File: config.mk
export PLATFORM = sky130hd
export DESIGN_NAME = ai_master_rd_dispatcher
export DESIGN_NICKNAME = d
export VERILOG_FILES = /design/src/rtl/ai_master_rd_dispatcher.sv
export SDC_FILE = /design/constraint.sdc
export NUM_CORES = 1
export LEC_CHECK = 0
export BUFFER_PORTS_ARGS = -buffer_cell sky130_fd_sc_hd__buf_2
export CORE_ASPECT_RATIO = 1.2
export CORE_MARGIN = 2
export CORE_UTILIZATION = 43
export CTS_BUF_LIST = sky130_fd_sc_hd__clkbuf_4 sky130_fd_sc_hd__clkbuf_8 sky130_fd_sc_hd__clkbuf_16
export CTS_CLUSTER_DIAMETER = 60
export DETAILED_ROUTE_END_ITERATION = 7
export GPL_TIMING_DRIVEN = 0
export PLACE_DENSITY = 0.77
export SLEW_MARGIN = 10
export SYNTH_ARGS = -nofsm -noshare
export SYNTH_HDL_FRONTEND = slang
export SYNTH_SLANG_ARGS = --single-unit
export TNS_END_PERCENT = 100
File: constraint.sdc
create_clock -name ACLK_i -period 2.6 [get_ports ACLK_i]
set_input_delay 0.13 -clock ACLK_i [delete_from_list [all_inputs] [get_ports ACLK_i]]
set_output_delay 0.13 -clock ACLK_i [all_outputs]
set_load 0.01 [all_outputs]
File: src/rtl/ai_master_rd_dispatcher.sv
// rtl/ai_master_rd_dispatcher.sv - per-master AR skid/decode/issue with in-order R return
module ai_master_rd_dispatcher #(
  parameter int SLV_AMT           = 2,
  parameter int OUTSTANDING_AMT   = 8,
  parameter int DATA_WIDTH        = 32,
  parameter int ADDR_WIDTH        = 32,
  parameter int TRANS_MST_ID_W    = 5,
  parameter int TRANS_BURST_W     = 2,
  parameter int TRANS_DATA_LEN_W  = 3,
  parameter int TRANS_DATA_SIZE_W = 3,
  parameter int TRANS_WR_RESP_W   = 2,
  parameter int SLV_ID_MSB_IDX    = 30,
  parameter int SLV_ID_LSB_IDX    = 30
) (
  input  logic                                    ACLK_i,
  input  logic                                    ARESETn_i,
  input  logic [TRANS_MST_ID_W-1:0]               m_ARID_i,
  input  logic [ADDR_WIDTH-1:0]                   m_ARADDR_i,
  input  logic [TRANS_BURST_W-1:0]                m_ARBURST_i,
  input  logic [TRANS_DATA_LEN_W-1:0]             m_ARLEN_i,
  input  logic [TRANS_DATA_SIZE_W-1:0]            m_ARSIZE_i,
  input  logic                                    m_ARVALID_i,
  output logic                                    m_ARREADY_o,
  output logic [TRANS_MST_ID_W-1:0]               m_RID_o,
  output logic [DATA_WIDTH-1:0]                   m_RDATA_o,
  output logic [TRANS_WR_RESP_W-1:0]              m_RRESP_o,
  output logic                                    m_RLAST_o,
  output logic                                    m_RVALID_o,
  input  logic                                    m_RREADY_i,
  output logic [TRANS_MST_ID_W*SLV_AMT-1:0]       sa_ARID_o,
  output logic [ADDR_WIDTH*SLV_AMT-1:0]           sa_ARADDR_o,
  output logic [TRANS_BURST_W*SLV_AMT-1:0]        sa_ARBURST_o,
  output logic [TRANS_DATA_LEN_W*SLV_AMT-1:0]     sa_ARLEN_o,
  output logic [TRANS_DATA_SIZE_W*SLV_AMT-1:0]    sa_ARSIZE_o,
  output logic [SLV_AMT-1:0]                      sa_ARVALID_o,
  input  logic [SLV_AMT-1:0]                      sa_ARREADY_i,
  output logic [SLV_AMT-1:0]                      sa_AR_outst_full_o,
  input  logic [TRANS_MST_ID_W*SLV_AMT-1:0]       sa_RID_i,
  input  logic [DATA_WIDTH*SLV_AMT-1:0]           sa_RDATA_i,
  input  logic [TRANS_WR_RESP_W*SLV_AMT-1:0]      sa_RRESP_i,
  input  logic [SLV_AMT-1:0]                      sa_RLAST_i,
  input  logic [SLV_AMT-1:0]                      sa_RVALID_i,
  output logic [SLV_AMT-1:0]                      sa_RREADY_o
);

  localparam int SEL_W  = (SLV_AMT > 1) ? $clog2(SLV_AMT) : 1;
  localparam int OPTR_W = (OUTSTANDING_AMT > 1) ? $clog2(OUTSTANDING_AMT) : 1;
  localparam int CNT_W  = OPTR_W + 1;
  localparam int PAY_W  = TRANS_MST_ID_W + ADDR_WIDTH + TRANS_BURST_W
                        + TRANS_DATA_LEN_W + TRANS_DATA_SIZE_W;
  localparam logic [CNT_W-1:0]  ORD_FULL_CNT = CNT_W'(OUTSTANDING_AMT);
  localparam logic [OPTR_W-1:0] ORD_LAST_PTR = OPTR_W'(OUTSTANDING_AMT - 1);

  if (SLV_ID_MSB_IDX - SLV_ID_LSB_IDX + 1 != $clog2(SLV_AMT)) begin : g_sel_width_check
    $error("slave-select field width must equal clog2(SLV_AMT)");
  end

  logic [PAY_W-1:0]             skid_mem [2];
  logic                         skid_wr, skid_rd;
  logic [1:0]                   skid_cnt;
  logic                         skid_push;
  logic [PAY_W-1:0]             head;
  logic [TRANS_MST_ID_W-1:0]    head_id;
  logic [ADDR_WIDTH-1:0]        head_addr;
  logic [TRANS_BURST_W-1:0]     head_burst;
  logic [TRANS_DATA_LEN_W-1:0]  head_len;
  logic [TRANS_DATA_SIZE_W-1:0] head_size;
  logic [SEL_W-1:0]             sel;
  logic                         issue_valid, issue_hs;

  logic [SEL_W-1:0]             ord_mem [OUTSTANDING_AMT];
  logic [OPTR_W-1:0]            ord_wr, ord_rd;
  logic [CNT_W-1:0]             ord_cnt;
  logic                         ord_full, ord_empty, ord_pop;
  logic [SEL_W-1:0]             ord_head;

  function automatic logic [OPTR_W-1:0] ord_next(input logic [OPTR_W-1:0] p);
    return (p == ORD_LAST_PTR) ? '0 : p + 1'b1;
  endfunction

  assign m_ARREADY_o = (skid_cnt != 2'd2);
  assign skid_push   = m_ARVALID_i & m_ARREADY_o;
  assign head        = skid_mem[skid_rd];
  assign {head_id, head_addr, head_burst, head_len, head_size} = head;
  assign sel         = head_addr[SLV_ID_MSB_IDX:SLV_ID_LSB_IDX];

  assign ord_full    = (ord_cnt == ORD_FULL_CNT);
  assign ord_empty   = (ord_cnt == '0);
  assign ord_head    = ord_mem[ord_rd];
  // Blocking on the registered full flag keeps issue a cycle behind a pop at full.
  assign issue_valid = (skid_cnt != 2'd0) & ~ord_full;
  assign issue_hs    = issue_valid & sa_ARREADY_i[sel];

  assign sa_ARID_o          = {SLV_AMT{head_id}};
  assign sa_ARADDR_o        = {SLV_AMT{head_addr}};
  assign sa_ARBURST_o       = {SLV_AMT{head_burst}};
  assign sa_ARLEN_o         = {SLV_AMT{head_len}};
  assign sa_ARSIZE_o        = {SLV_AMT{head_size}};
  assign sa_AR_outst_full_o = {SLV_AMT{ord_full}};

  assign m_RID_o    = sa_RID_i[ord_head*TRANS_MST_ID_W +: TRANS_MST_ID_W];
  assign m_RDATA_o  = sa_RDATA_i[ord_head*DATA_WIDTH +: DATA_WIDTH];
  assign m_RRESP_o  = sa_RRESP_i[ord_head*TRANS_WR_RESP_W +: TRANS_WR_RESP_W];
  assign m_RLAST_o  = sa_RLAST_i[ord_head];
  assign m_RVALID_o = ~ord_empty & sa_RVALID_i[ord_head];
  assign ord_pop    = m_RVALID_o & m_RREADY_i & m_RLAST_o;

  always_comb begin
    sa_ARVALID_o           = '0;
    sa_ARVALID_o[sel]      = issue_valid;
    sa_RREADY_o            = '0;
    sa_RREADY_o[ord_head]  = ~ord_empty & m_RREADY_i;
  end

  always_ff @(posedge ACLK_i or negedge ARESETn_i) begin
    if (!ARESETn_i) begin
      for (int i = 0; i < 2; i++) skid_mem[i] <= '0;
      skid_wr  <= 1'b0;
      skid_rd  <= 1'b0;
      skid_cnt <= 2'd0;
    end else begin
      if (skid_push) begin
        skid_mem[skid_wr] <= {m_ARID_i, m_ARADDR_i, m_ARBURST_i, m_ARLEN_i, m_ARSIZE_i};
        skid_wr           <= ~skid_wr;
      end
      if (issue_hs) skid_rd <= ~skid_rd;
      case ({skid_push, issue_hs})
        2'b10:   skid_cnt <= skid_cnt + 2'd1;
        2'b01:   skid_cnt <= skid_cnt - 2'd1;
        default: skid_cnt <= skid_cnt;
      endcase
    end
  end

  always_ff @(posedge ACLK_i or negedge ARESETn_i) begin
    if (!ARESETn_i) begin
      for (int i = 0; i < OUTSTANDING_AMT; i++) ord_mem[i] <= '0;
      ord_wr  <= '0;
      ord_rd  <= '0;
      ord_cnt <= '0;
    end else begin
      if (issue_hs) begin
        ord_mem[ord_wr] <= sel;
        ord_wr          <= ord_next(ord_wr);
      end
      if (ord_pop) ord_rd <= ord_next(ord_rd);
      case ({issue_hs, ord_pop})
        2'b10:   ord_cnt <= ord_cnt + 1'b1;
        2'b01:   ord_cnt <= ord_cnt - 1'b1;
        default: ord_cnt <= ord_cnt;
      endcase
    end
  end

endmodule

# Word level (Yosys, flattened, before mapping)

Cells that the tools add are included.

Flip-flop bits (word level): 112
Input bits: 133
Output and inout port bits: 138
Word-level logic and storage cells: 95

Add/subtract/negate cells: 6
Multiply operators: 1
Order comparisons: 10
Eq/ne operators: 8
Shifts and indexed selects: 3
Muxes and demuxes: 26
Bitwise logic cells: 17
Reduce and logical (&&, ||, !) cells: 8

Operator list:

| operator                                                              | count |
|---|---|
| 45-bit 2-to-1 mux                                                     | 4 |
| 90-bit bitwise mux                                                    | 1 |
| 64-bit by 7-bit indexed part select with 32-bit output                | 1 |
| 45-bit demux with 1-bit select                                        | 1 |
| 1-bit 2-to-1 mux                                                      | 11 |
| 10-bit by 5-bit indexed part select with 5-bit output                 | 1 |
| 8-bit bitwise mux                                                     | 1 |
| 4-bit greater-or-equal comparator (second input constant)             | 2 |
| 3-bit inverter with 4-bit output                                      | 2 |
| 4-bit case mux with 2 select lines                                    | 1 |
| 1-bit bitwise AND                                                     | 7 |
| 3-bit by 1-bit adder with 3-bit output (second input constant)        | 2 |
| 3-bit == test (second input constant)                                 | 2 |
| 3-bit 2-to-1 mux                                                      | 2 |
| 2-bit nonzero test                                                    | 3 |
| 4-bit by 1-bit adder with 4-bit output (second input constant)        | 1 |
| 2-bit bitwise AND                                                     | 2 |
| 2-bit by 1-bit == test with 1-bit output (second input constant)      | 2 |
| 2-bit == test (second input constant)                                 | 2 |
| 4-bit == test (second input constant)                                 | 1 |
| 2-bit greater-or-equal comparator (second input constant)             | 2 |
| 1-bit logical AND                                                     | 4 |
| 4-bit logical NOT                                                     | 1 |
| 1-bit by 2-bit < comparator with 1-bit output (second input constant) | 2 |
| 15 further kinds                                                      | 21 |

# Depth between registers and ports, before layout

Depth in word-level cells: 11
Gate-level depth with buffers: 11
Gate-level depth less buffers: 10

# Worst setup path before layout

OpenSTA, ideal clock, no wires.

Path type: flip-flop to flip-flop
Start point: reg ord_rd[0]
End point: reg ord_cnt[3]
Setup time: 0.080 ns
Arrival time: 2.739 ns
Required time: 2.520 ns
Slack: -0.219 ns
Stages on the path, launching flop included: 11
Path buffers: 0
Period minus slack after synthesis: 2.819 ns
Path through: dfrtp_1 -> mux4_2 -> mux2i_4 -> mux2_2 -> inv_1 -> ha_1 -> ha_1 -> a21o_1 -> a21oi_1 -> mux2i_1 -> xnor2_1

Longest elaborated chain between the ends: 11
Elaborated cells on any way between the ends: 15
Those cells by class: eq/ne: 2; mux: 8; bitwise: 4; reduce/logical: 1

RTL lines:

| element                                                                          | line | source |
|---|---|---|
| start, declared                                                                  | 72   | `logic [OPTR_W-1:0] ord_wr, ord_rd;` |
| start signal, assigned                                                           | 146  | `if (ord_pop) ord_rd <= ord_next(ord_rd);` |
| 3-bit inverter with 4-bit output (not written as such) (*)                       | 89   | `assign ord_head = ord_mem[ord_rd];` |
| 1-bit binary-select mux with 3-bit select (*)                                    | 89   |  |
| 1-bit 2-to-1 mux (not written as such) (*) (2 in series)                         | 89   |  |
| 1-bit 2-to-1 mux (not written as such) (2 in series)                             | 105  | `assign m_RVALID_o = ~ord_empty & sa_RVALID_i[ord_head];` |
| 1-bit bitwise AND                                                                | 105  |  |
| 1-bit bitwise AND                                                                | 106  | `assign ord_pop = m_RVALID_o & m_RREADY_i & m_RLAST_o;` |
| 1-bit bitwise AND (*)                                                            | 106  |  |
| net ord_pop                                                                      | 74   | `logic ord_full, ord_empty, ord_pop;` |
| 2-bit by 1-bit == test with 1-bit output / 2-bit == test (equally long branches) | 147  | `case ({issue_hs, ord_pop})` |
| 4-bit case mux with 2 select lines / 2-bit nonzero test (equally long branches)  | n/a  |  |
| end signal, assigned                                                             | 148  | `2'b10: ord_cnt <= ord_cnt + 1'b1;` |
| end signal, assigned                                                             | 149  | `2'b01: ord_cnt <= ord_cnt - 1'b1;` |
| end signal, assigned                                                             | 150  | `default: ord_cnt <= ord_cnt;` |
| end, declared                                                                    | 73   | `logic [CNT_W-1:0] ord_cnt;` |

The timed path passes the listed nets; every way through them passes the cells marked *. The select of a mux whose other input is x is not followed.
A chain may end at the register's enable or synchronous reset.

# Worst setup path in the final report

Same ends and word-level chain as after synthesis.

==> impl_metrics.toml <==
[status]
run_status = "complete, but fails checks"
violations = "negative setup slack"

[worst_setup_path]
critPathMostFrequentCell = "ha_4"
crit_path_end_kind = "flip-flop"
cp.required_ns = 2.87
r2r_start = "ord_rd[0]"
worstSetupPathType = "flip-flop to flip-flop"
cp_slowest_cell = "mux4_2"
reg2regPathDepth = 10
crit_end = "ord_cnt[3]"
cpPeakStageDelay_ns = 0.56
crit_start = "ord_rd[0]"
cp_data_arrival_time_ns = 2.93
critPathTopFamily = "multiplexers"
cp-start-kind = "flip-flop"
path_max_fanout = 3
path_depth = 10
r2r_slack_ns = -0.06
crit_buf_inv = 1
r2r_end = "ord_cnt[3]"
crit_chain = "mux4_2 > mux2i_4 > mux2_4 > inv_2 > ha_4 > ha_4 > a21o_1 > a21oi_2 > mux2i_1 > xnor2_1"

[clocking]
clk_pin_slew_ns = 0.08
cts_buffers = 9
cts_tree = "done"
cts.path.max_buffers = 2
clkSinkCount = 112
cts-root-buf = "clkbuf_16"
clk_latency_ns = 0.34
htree_levels = 3

[flow_run]
max_cap_viol_count = 0

[synth]
synth-seq-cells = 112
muxShareOfSynthArea_pct = 38.06
synth_top_family_by_area = "multiplexers"
synthesis.area_sq_mm = 0.005937
synth-compound-area-share_pct = 0.7165
synth_fa_ha_area_share_pct = 2.023
synth.avg_cell_area_sq_um = 13.52
synth_xor_area_share_pct = 1.180
yosysWarnings = 0
synth-simple-area-share_pct = 2.972
ys_seq_area_share_pct = 47.21
ys_types = 30
syn_nets = 581
syn_inst = 439

[layout]
drive_gt1_share_pct = 75.14
fin_util_pct = 58.74
fin_nets = 869
syn2layout_area_growth_pct = 34.98

[floorplanning]
rows = 47
die_h_microns = 132.7
start_util_pct = 43.52
dieArea_sq_mm = 0.01477
coreArea_sq_mm = 0.01364
ios = 271
die_x_microns = 111.3

[drt]
drt_iter0_drc = 145
drc = 0
ant_nets = 0
wl_per_cell_microns = 17.11
num_vias = 4541
dr.pass1.iters = 4
drt-total-wl_microns = 15560
vias_per_cell = 4.996

[sta]
rsz0062_at_grt = "true"
tightest_slew_ns = 0.6671
finalClockSkew_ns = 0.004614
hold_violations = 0
max_freq_ghz = 0.3756
fin_hold_ws_ns = 0.02910
final-setup-viol-count = 1
slew_headroom_pct = 55.53
drv_slew = 0
fin_ws_ns = -0.06252
fin_crit_sh_pct = 102.4
finalCriticalPeriod_ns = 2.663

[global_routing]
grt_overflow_total = 0
grt_max_degree = 95
track_usage_pct = 21.01
grt_pass1_wl_microns = 24470
grt_pass1_vias = 4778
antenna_found_initial = 4

[min_path]
hp-class = "primary input to flip-flop"

[place]
gp_congestion = 0.8516
io_buffers = 270
dp_hpwl_microns = 12340

[power_and_ir_drop]
p_leak_nw = 3.916
peakVddDrop_uv = 1099
p_per_area_mw_per_mm2 = 1532
layer usage:
layer	wire [microns]	track usage, %	vias to the layer above
met5	0	0	-
met2	8335	39.97	200
met1	5639	22.74	2218
li1	-	-	2102
met4	405	7.270	0
met3	1175	4.764	21
power breakdown:
| part | internal, W | total (W) | switching (W) |
|---|---|---|---|
| logic | 0.00416 | 0.00750 | 0.00334 |
| clock network | 0.000974 | 0.00161 | 0.000631 |
| registers | 0.00265 | 0.00317 | 0.000521 |
stage by stage:
stage	std cells	setup slack (ns)	TNS, ns	cell area [sq um]	power [W]
2_1_floorplan	439	-0.04743	-0.04743	5969	0.008197
3_3_place_gp	880	-0.2172	-0.3739	7535	0.01034
3_5_place_dp	881	-0.3073	-0.6070	7569	0.01061
4_1_cts	902	-0.06794	-0.06794	7975	0.01237
5_1_grt	904	-0.1813	-0.2156	8001	0.01311
6_report	909	-0.06252	-0.06252	8014	0.01228
layout by cell type, fill, tap and decap left out, types with 2 or more instances in the layout:
cell type	count
buf_2	273
mux2_2	186
dfrtp_1	111
buf_4	54
clkbuf_16	9
diode_2	6
clkbuf_1	6
nor2_1	6
nor4_1	6
ha_1	6
inv_1	5
xnor2_1	5
buf_1	4
nand3_1	3
nand2b_1	3
nand2_1	3
mux2i_1	3
nor2b_1	3
xor2_1	3
mux2_1	3
bufinv_16	3
mux4_2	2
mux2i_4	2
clkbuf_4	2
and2_1	2
inv_2	2
buf_6	2
or3_1	2
nor3_1	2
ha_4	2
inv_6	2
registers in the layout, indices dropped and copies added (netlist names):
register and count:
ord_mem 8, ord_cnt 4, skid_wr 1, skid_mem 90
skid_rd 1, ord_rd 3, ord_wr 3, skid_cnt 2
worst min path at each step:
stage | slack [ns] | to | depth (start not counted) | from
after floorplan | -0.17 | ord_cnt[0] | 0 | ARESETn_i
after detailed placement | -0.01 | skid_mem[63] | 1 | ARESETn_i
final | 0.03 | skid_mem[87] | 2 | m_ARID_i[2]
after global routing | 0.02 | skid_mem[35] | 2 | m_ARADDR_i[27]
after global placement | 0.38 | skid_mem[5] | 2 | m_ARLEN_i[2]
after CTS | 0.02 | skid_mem[87] | 2 | m_ARID_i[2]
cell usage after synthesis, drive strengths merged:
master     n  area [sq um]
mux4       2         45.04
and2       2         12.51
nor4       6         37.54
nor2       8         35.03
buf       60         412.9
o41a       1         11.26
inv        7         26.28
a21o       1         7.510
a21oi      2         10.01
ha         8         100.1
fa         1         20.02
o2bb2ai    1         8.760
xor2       3         26.28
dfrtp    112          2803
nor2b      3         18.77
clkbuf     7         26.28
nand3      3         15.01
mux2     190          2140
o21ai      1         5.000
nand2      3         11.26
nand2b     3         18.77
or3        2         12.51
xnor2      5         43.79
mux2i      5         75.07
nor3       3         15.01
logic make-up after synthesis:
family,count (synthesis)
adder cells (fa/ha/maj),9
AND/OR/NAND/NOR,33
buffers and inverters,74
flip-flops,112
XOR/XNOR,8
multiplexers,197
AO/OA/AOI/OAI,6
final cells by class:
type / count / area [sq um]
Antenna cell: 6 / 15.01
Buffer: 67 / 456.7
Clock buffer: 10 / 239.0
Clock inverter: 6 / 112.6
Fill cell: 1116 / 5629
Inverter: 7 / 26.28
Multi-Input combinational cell: 253 / 2714
Sequential cell: 112 / 2804
Tap cell: 171 / 214.0
Timing Repair Buffer: 277 / 1433
what timing repair did:
item | in CTS | in global routing
hold buffers | 1 | 0
endpoints found under the hold margin | 23 | 0
endpoints found under the setup margin | 41 | 18
setup buffers | 4 | 1
pin swaps | 0 | 4
gates resized for setup | 6 | 7
Note: power is estimated with default switching activity, not from simulation.
